[config.mk]
export PLATFORM = sky130hd
export DESIGN_NAME = fib_mem_reader_flat
export DESIGN_NICKNAME = d
export VERILOG_FILES = /design/src/rtl/fib_mem_reader_if.sv /design/src/rtl/fib_mem_reader.sv /design/src/flat_wrapper.sv
export SDC_FILE = /design/constraint.sdc
export NUM_CORES = 1
export LEC_CHECK = 0
export BUFFER_PORTS_ARGS = -buffer_cell sky130_fd_sc_hd__buf_2
export CAP_MARGIN = 20
export CORE_MARGIN = 2
export CORE_UTILIZATION = 40
export CTS_BUF_LIST = sky130_fd_sc_hd__clkbuf_2
export CTS_CLUSTER_DIAMETER = 50
export DETAILED_ROUTE_END_ITERATION = 10
export PLACE_DENSITY = 0.64
export SLEW_MARGIN = 40
export SYNTH_ARGS = -nofsm -noshare
export SYNTH_HDL_FRONTEND = slang
export SYNTH_SLANG_ARGS = --single-unit
export TNS_END_PERCENT = 20
[constraint.sdc]
create_clock -name clk -period 9.5 [get_ports clk]
set_input_delay 0.475 -clock clk [delete_from_list [all_inputs] [get_ports clk]]
set_output_delay 0.475 -clock clk [all_outputs]
set_load 0.005 [all_outputs]
[src/rtl/fib_mem_reader_if.sv]
// Memory read port and output stream of the Fibonacci readback stage.
// The master side is the reader; the slave side is memory plus the downstream consumer.
interface fib_mem_reader_if #(
    parameter int DATA_W = 32,
    parameter int ADDR_W = 6
);
    logic              mem_rd_en;
    logic [ADDR_W-1:0] mem_addr;
    logic [DATA_W-1:0] mem_rdata;
    logic [DATA_W-1:0] out_data;
    logic [ADDR_W-1:0] out_index;
    logic              out_valid;
    logic              out_ready;

    modport master (
        output mem_rd_en, mem_addr, out_data, out_index, out_valid,
        input  mem_rdata, out_ready
    );

    modport slave (
        input  mem_rd_en, mem_addr, out_data, out_index, out_valid,
        output mem_rdata, out_ready
    );
endinterface

[src/rtl/fib_mem_reader.sv]
// Reads n stored Fibonacci terms back from memory, streams them out on valid/ready,
// and flags the first term that breaks the recurrence.
module fib_mem_reader #(
    parameter int DATA_W   = 32,
    parameter int ADDR_W   = 6,
    parameter int CHECK_EN = 1
) (
    input  logic              clk,
    input  logic              rst,
    input  logic              start,
    input  logic [ADDR_W-1:0] n,
    input  logic              fib_ready,
    fib_mem_reader_if.master  bus,
    output logic              busy,
    output logic              done,
    output logic              err,
    output logic [ADDR_W-1:0] err_index
);
    typedef enum logic [2:0] {
        IDLE, WAIT_GEN, RD, WAIT_D, PRESENT, FIN
    } state_t;

    state_t            state_reg;
    logic [ADDR_W-1:0] idx_reg;
    logic [ADDR_W-1:0] n_q_reg;
    logic [DATA_W-1:0] prev1_reg;
    logic [DATA_W-1:0] prev2_reg;
    logic              mem_rd_en_reg;
    logic [ADDR_W-1:0] mem_addr_reg;
    logic [DATA_W-1:0] out_data_reg;
    logic [ADDR_W-1:0] out_index_reg;
    logic              out_valid_reg;
    logic              busy_reg;
    logic              done_reg;
    logic              err_reg;
    logic [ADDR_W-1:0] err_index_reg;

    logic [DATA_W-1:0] want_next;
    logic              mismatch;

    // Term the recurrence predicts for the current index; the sum wraps at DATA_W.
    always_comb begin
        want_next = prev1_reg + prev2_reg;
        if (idx_reg == '0)
            want_next = '0;
        else if (idx_reg == ADDR_W'(1))
            want_next = DATA_W'(1);
    end

    generate
        if (CHECK_EN != 0) begin : g_check
            assign mismatch = (bus.mem_rdata != want_next);
        end else begin : g_no_check
            assign mismatch = 1'b0;
        end
    endgenerate

    always_ff @(posedge clk) begin
        if (!rst) begin
            state_reg     <= IDLE;
            idx_reg       <= '0;
            n_q_reg       <= '0;
            prev1_reg     <= '0;
            prev2_reg     <= '0;
            mem_rd_en_reg <= 1'b0;
            mem_addr_reg  <= '0;
            out_data_reg  <= '0;
            out_index_reg <= '0;
            out_valid_reg <= 1'b0;
            busy_reg      <= 1'b0;
            done_reg      <= 1'b0;
            err_reg       <= 1'b0;
            err_index_reg <= '0;
        end else begin
            mem_rd_en_reg <= 1'b0;
            done_reg      <= 1'b0;
            case (state_reg)
                IDLE: begin
                    if (start) begin
                        n_q_reg       <= n;
                        idx_reg       <= '0;
                        prev1_reg     <= '0;
                        prev2_reg     <= '0;
                        err_reg       <= 1'b0;
                        err_index_reg <= '0;
                        busy_reg      <= 1'b1;
                        if (n == '0) begin
                            state_reg <= FIN;
                            done_reg  <= 1'b1;
                        end else if (fib_ready) begin
                            state_reg     <= RD;
                            mem_rd_en_reg <= 1'b1;
                            mem_addr_reg  <= '0;
                        end else begin
                            state_reg <= WAIT_GEN;
                        end
                    end
                end
                WAIT_GEN: begin
                    if (fib_ready) begin
                        state_reg     <= RD;
                        mem_rd_en_reg <= 1'b1;
                        mem_addr_reg  <= idx_reg;
                    end
                end
                RD: state_reg <= WAIT_D;
                WAIT_D: begin
                    out_data_reg  <= bus.mem_rdata;
                    out_index_reg <= idx_reg;
                    out_valid_reg <= 1'b1;
                    // History follows the stored terms, so one bad term can trip later checks too.
                    prev2_reg     <= prev1_reg;
                    prev1_reg     <= bus.mem_rdata;
                    if (mismatch && !err_reg) begin
                        err_reg       <= 1'b1;
                        err_index_reg <= idx_reg;
                    end
                    state_reg <= PRESENT;
                end
                PRESENT: begin
                    if (bus.out_ready) begin
                        out_valid_reg <= 1'b0;
                        if (idx_reg == n_q_reg - ADDR_W'(1)) begin
                            state_reg <= FIN;
                            done_reg  <= 1'b1;
                        end else begin
                            idx_reg       <= idx_reg + ADDR_W'(1);
                            state_reg     <= RD;
                            mem_rd_en_reg <= 1'b1;
                            mem_addr_reg  <= idx_reg + ADDR_W'(1);
                        end
                    end
                end
                FIN: begin
                    state_reg <= IDLE;
                    busy_reg  <= 1'b0;
                end
                default: begin
                    state_reg <= IDLE;
                    busy_reg  <= 1'b0;
                end
            endcase
        end
    end

    assign bus.mem_rd_en = mem_rd_en_reg;
    assign bus.mem_addr  = mem_addr_reg;
    assign bus.out_data  = out_data_reg;
    assign bus.out_index = out_index_reg;
    assign bus.out_valid = out_valid_reg;
    assign busy          = busy_reg;
    assign done          = done_reg;
    assign err           = err_reg;
    assign err_index     = err_index_reg;
endmodule

[src/flat_wrapper.sv]
// flat-port wrapper written by rule: the top's interface ports become plain ports
module fib_mem_reader_flat 
#(
    parameter int DATA_W   = 32,
    parameter int ADDR_W   = 6,
    parameter int CHECK_EN = 1
)
  (clk, rst, start, n, fib_ready, busy, done, err, err_index, bus_mem_rd_en, bus_mem_addr, bus_out_data, bus_out_index, bus_out_valid, bus_mem_rdata, bus_out_ready);
  fib_mem_reader_if #(.DATA_W(DATA_W), .ADDR_W(ADDR_W)) bus_i ();
  input  logic clk;
  input  logic rst;
  input  logic start;
  input  logic [ADDR_W-1:0] n;
  input  logic fib_ready;
  output logic busy;
  output logic done;
  output logic err;
  output logic [ADDR_W-1:0] err_index;
  output wire logic [$bits(bus_i.mem_rd_en)-1:0] bus_mem_rd_en;
  output wire logic [$bits(bus_i.mem_addr)-1:0] bus_mem_addr;
  output wire logic [$bits(bus_i.out_data)-1:0] bus_out_data;
  output wire logic [$bits(bus_i.out_index)-1:0] bus_out_index;
  output wire logic [$bits(bus_i.out_valid)-1:0] bus_out_valid;
  input wire logic [$bits(bus_i.mem_rdata)-1:0] bus_mem_rdata;
  input wire logic [$bits(bus_i.out_ready)-1:0] bus_out_ready;
  assign bus_mem_rd_en = bus_i.mem_rd_en;
  assign bus_mem_addr = bus_i.mem_addr;
  assign bus_out_data = bus_i.out_data;
  assign bus_out_index = bus_i.out_index;
  assign bus_out_valid = bus_i.out_valid;
  assign bus_i.mem_rdata = bus_mem_rdata;
  assign bus_i.out_ready = bus_out_ready;
  fib_mem_reader #(.DATA_W(DATA_W), .ADDR_W(ADDR_W), .CHECK_EN(CHECK_EN)) u_core (.clk(clk), .rst(rst), .start(start), .n(n), .fib_ready(fib_ready), .bus(bus_i), .busy(busy), .done(done), .err(err), .err_index(err_index));
endmodule
# After elaboration in Yosys (flattened, before gate mapping)

Cells that the tools add are included.

Register bits: 134
Bits of input ports: 43
Output and inout bits: 55
Logic and storage cells: 91

Add/sub/neg operators: 3
Eq/ne operators: 14
Mux-type cells: 41
Bitwise gates (word level): 1
Reductions and logical operators: 18

Operator list:

| cell                  | number |
|---|---|
| $pmux W32 S2          | 2 |
| $mux W32              | 3 |
| $mux W6               | 8 |
| $add A32 B32 Y32      | 1 |
| $ne A32 B32 Y1        | 1 |
| $pmux W6 S2           | 2 |
| $pmux W6 S3           | 1 |
| $mux W3               | 5 |
| $pmux W3 S5           | 1 |
| $mux W1               | 13 |
| $logic_not A6 Y1      | 2 |
| $ne A2 B2 Y1 const B  | 6 |
| $pmux W1 S2           | 4 |
| $reduce_and A2 Y1     | 4 |
| $reduce_and A7 Y1     | 1 |
| $add A6 B1 Y6 const B | 1 |
| $eq A3 B2 Y1 const B  | 2 |
| $eq A6 B1 Y1 const B  | 1 |
| $eq A6 B6 Y1          | 1 |
| $reduce_and A3 Y1     | 2 |
| $reduce_bool A2 Y1    | 3 |
| $sub A6 B1 Y6 const B | 1 |
| $reduce_and A4 Y1     | 1 |
| $reduce_or A4 Y1      | 1 |
| 10 further kinds      | 10 |

# Logic depth before layout (Yosys ltp)

Depth in word-level cells: 7
Depth in mapped cells: 15
Gate-level depth less buffers: 15

# Worst setup path before layout

No wires, ideal clock.

Path type: reg-to-reg
Start point: reg u_core.prev1_reg[0]
End point: reg u_core.err_index_reg[0] (netlist: u_core.err_index[0])
Library setup time: 139 ps
Arrival time: 3522 ps
Data required time: 9361 ps
Setup slack: 5839 ps
Cell stages (with the launch flop): 16
Buffers on the path: 0
Period minus slack after synthesis: 3661 ps
Cell sequence: dfxtp_1 ha_1 inv_1 fa_1 nor2b_1 o2111ai_1 and4_1 o21ai_1 xor2_1 o41ai_1 or4b_2 a2111oi_2 nand4_1 nor4_2 nor3_2 mux2i_1

Word-level cells in the longest chain between the ends: 7

RTL lines:

| item                        | line                  | source |
|---|---|---|
| start, declared             | fib_mem_reader.sv:26  | `logic [DATA_W-1:0] prev1_reg;` |
| start signal, assigned      | fib_mem_reader.sv:113 | `prev1_reg <= bus.mem_rdata;` |
| $add A32 B32 Y32            | fib_mem_reader.sv:43  | `want_next = prev1_reg + prev2_reg;` |
| $mux W32                    | fib_mem_reader.sv:46  | `else if (idx_reg == ADDR_W'(1))` |
| $mux W32                    | fib_mem_reader.sv:44  | `if (idx_reg == '0)` |
| $ne A32 B32 Y1              | fib_mem_reader.sv:52  | `assign mismatch = (bus.mem_rdata != want_next);` |
| $logic_and A1 B1 Y1         | fib_mem_reader.sv:114 | `if (mismatch && !err_reg) begin` |
| $ne A2 B1 Y1 (no line)      | -                     |  |
| $reduce_and A3 Y1 (no line) | -                     |  |
| end signal, assigned        | fib_mem_reader.sv:116 | `err_index_reg <= idx_reg;` |
| end, declared               | fib_mem_reader.sv:36  | `logic [ADDR_W-1:0] err_index_reg;` |

No other way between the ends.
A chain may end at the register's enable or synchronous reset.

# Worst setup path in the final report

Start point: reg u_core.prev1_reg[0]
End point: reg u_core.err_index_reg[3] (netlist: u_core.err_index[3])

The elaborated chain is that of the path after synthesis.

==> results.md <==
- Width of the chip: around 140 um
- Yosys synthesis warning count: 0
- Start point of the worst hold path: start
- Antenna viol nets, final: 0
- Final wirelength: 22.7 mm
- Final count of hold timing violations: 0
- Final setup violation count: 0
- Share of the yosys chip area belonging to registers: 34.0%
- Layout cells sized above 1: 12.9%
- Post-cts gate resize count: 0
- Max-capacitance violation count: 0
- Total iterations of the first detailed-routing run: 5
- Cell count after synthesis: around 1100
- Mapped cell area: 7880 sq um
- Status: completed
- Kind of start point of the critical path: flop
- Hold crit path type: primary input to flop
- Min Tclk post-route: approximately 4.4 ns
- Total power divided by cell area: 139 nW/um^2
- H-tree Lvls: 4
- Register bit count reported by yosys: 134
- Clk pin slew, worst setup/hold paths: 0.24 ns
- Placement Cell Area: about 8500 sq um
- Number of max-slew violations in the final report: 0
- Cell taking the most area after synthesis: dfxtp_1
- Dpl hpwl: between 15 and 20 mm
- Number of design-rule violations left by the first detailed-router iteration: 586
- Final Non-Filler Cells: 1437
- Initial antenna violation count: 1
- Biggest fanout along the worst timing path: 6
- # rows: just over 50
- Worst hold margin: between 0.05 and 0.06 ns
- Final Power: 1.27 mW
- Top-area cell type share of the netlist area: 34.0%
- Source of the critical timing path: u_core.prev1_reg[0]
- Arr. time, crit path: 5.12 ns
- Cell area after layout: a little over 9000 sq um
- Worst setup margin: ~5.1 ns
- Setup repair after global routing missed its margin: false
- Kind of cell adding the most delay to the critical path: compound AO/OA/AOI/OAI gates
- Final nets: 1237
- Routability cong.: 0.970
- Input/output buffers: 97
- Series of cell instances along the critical path: ha_1 > inv_1 > fa_1 > nand2b_1 > a21oi_1 > o21ai_1 > o21a_1 > o311ai_1 > nor3_1 > o21ai_0 > or3b_1 > nand4_1 > nor4_2 > nor3_2 > mux2i_1
- Routed length per instance: 15.8 um
- Floorplan Core Area: about 19000 sq um
- Startpoint of the worst-slack reg-to-reg timing path: u_core.prev1_reg[0]
- Largest cells by area after synthesis: dfxtp_1, a21oi_1, nand2_1, ha_1, nor2_1
- TritonCTS buffer count: 17
- Slew at the pin with the worst max-slew slack: 0.834 ns
- Wire length of the first global-routing pass: 36.3 mm
- Maximum number of pins on one net before global-route repair: 72
- Fmax: 227 MHz
- Total negative setup slack: 0 ns
- Die outline area: approximately 21000 sq um
- Filler cell count: 2045
- Largest vdd supply drop: around 0.13 mV
- Total leakage power: 3.43 nW
- Yosys cell types: 78
- Endpoint required time on the critical path: 10.22 ns
- Syn avg cell area: 7.38 sq um
- Nature of the critical path endpoint: flop
- Kind of critical path: flop to flop
- Slowest-stage cell, CP: o311ai_1
- Vias in the first global route: 7260
- Share of the clock period used by the worst path after layout: between 40% and 50%
- Overall fraction of global-route tracks in use: between 20% and 30%
- Fin util: 47.1%
- Root cell of the clock tree: clkbuf_2
- Peak per-stage delay on the critical path: between 0.5 and 0.6 ns
- Number of flops mapped to enable cells by yosys: 0
- Starting density of the core: slightly above 40%
- Total number of vias: 7961
- FFs w/ async S/R, synth: 0%
- Primary flip-flop cell chosen by synthesis mapping: dfxtp_1
- Congestion Overflow GR: 0
- Post-Syn Nets: 1146
- Slew Limit Headroom: 43.9%
- Height of the die: 144 um
- Post-CTS setup buffer count: 0
- Skew final: 0.0346 ns
- Max Buffers Root-to-Sink: 2
- Cells after DPL: 1363
- Skew-Pair Late Insertion Delay: ~0.8 ns
- Count of boundary I/O pins: between 90 and 100
- Clock tree from TritonCTS: built
- Average vias per placed instance: approximately 5.5
- Post-Place Worst Slack: 5.25 ns
- Buffers plus inverters on the worst setup path: 1
- Post-synthesis to final-layout area growth: 15.9%
- Number of clock sinks: 134
- DR DRC count: 0
worst register-to-register path: cells and delay by family (launching register included):
kind	cells	cell delay (ns)
flip-flops	1	0.41
adder cells (fa/ha/maj)	2	0.69
buffers and inverters	1	0.07
AO/OA/AOI/OAI	5	1.51
multiplexers	1	0.26
AND/OR/NAND/NOR	6	1.42
layer usage:
layer	up-vias	wire length [um]	track usage, %
met5	-	0	0
met1	3736	10600	28.7
met4	0	342	6.29
met2	191	10800	36.6
li1	3999	-	-
met3	35	1030	4.27
power by group:
part | internal, mW | total (mW) | switching [mW]
logic | 0.104 | 0.291 | 0.188
registers | 0.593 | 0.622 | 0.0289
clock network | 0.0870 | 0.354 | 0.267
layout make-up:
| cell class | count | area, sq um | share of cell area (%) |
|---|---|---|---|
| Inverter | 20 | 77.6 | 0.850 |
| Tap cell | 265 | 332 | 3.63 |
| Antenna cell | 1 | 2.50 | 0.0274 |
| Clock inverter | 15 | 150 | 1.64 |
| Clock buffer | 17 | 85.1 | 0.932 |
| Multi-Input combinational cell | 843 | 4850 | 53.1 |
| Sequential cell | 134 | 2680 | 29.4 |
| Timing Repair Buffer | 142 | 953 | 10.4 |
cell families after synthesis:
| group | count (synthesis) | synth area share, % |
|---|---|---|
| AOI/OAI and AO/OA | 312 | 23.2 |
| xor gates and xnor gates | 41 | 4.75 |
| adders and majority gates | 36 | 5.81 |
| buffers and inverters | 90 | 4.62 |
| DFF | 134 | 34.0 |
| muxes | 12 | 1.54 |
| and+or+nand+nor | 442 | 26.0 |
layout by cell type, fill, tap and decap left out, types with 5 or more instances in the layout:
| cell type | count |
|---|---|
| xor2_1 | 23 |
| nor4_1 | 10 |
| nand4_1 | 17 |
| xnor2_1 | 17 |
| a211oi_1 | 13 |
| ha_1 | 35 |
| inv_1 | 19 |
| a21oi_1 | 174 |
| and3_1 | 9 |
| mux2i_1 | 11 |
| a31oi_1 | 6 |
| inv_8 | 5 |
| nand3_1 | 54 |
| nor3_1 | 22 |
| clkbuf_2 | 17 |
| nand2b_1 | 6 |
| or3_1 | 9 |
| o21a_1 | 8 |
| a2111oi_0 | 5 |
| nor2_1 | 72 |
| o211ai_1 | 6 |
| inv_6 | 7 |
| nand3b_1 | 5 |
| o21ai_0 | 39 |
| o21ai_1 | 14 |
| buf_2 | 97 |
| nand2_1 | 205 |
| dlygate4sd3_1 | 39 |
| dfxtp_1 | 134 |
worst paths after layout:
kind | cells after the start | slack [ns] | to
hold / removal | 5 | 0.06 | u_core.busy
setup reg to reg | 15 | 5.10 | u_core.err_index[3]
setup / recovery | 15 | 5.10 | u_core.err_index[3]
hold reg to reg | 2 | 0.47 | u_core.bus.out_data[17]
cell usage after synthesis (all sizes together), types with 3 or more instances:
master / n
and3: 9
or3: 9
and4: 3
o22ai: 3
or4: 4
a2111oi: 7
nand2: 207
o21ai: 53
nand3: 54
buf: 18
dfxtp: 134
a21oi: 174
o211ai: 6
mux2i: 11
o2111ai: 4
and2: 3
nor2: 73
o21bai: 3
xnor2: 17
nand2b: 6
xor2: 23
clkbuf: 52
inv: 19
a21o: 3
a211oi: 13
nor3: 23
a31oi: 6
nor2b: 4
nor4: 12
o21a: 9
ha: 35
nand3b: 5
or2: 3
nand4: 17
a211o: 3
what timing repair did:
item                                    in CTS  in global routing
hold buffers                                39                  0
endpoints found under the setup margin       0                  0
hold endpoints to repair                    70                  0
No activity file was read; power rests on OpenSTA's default activity.
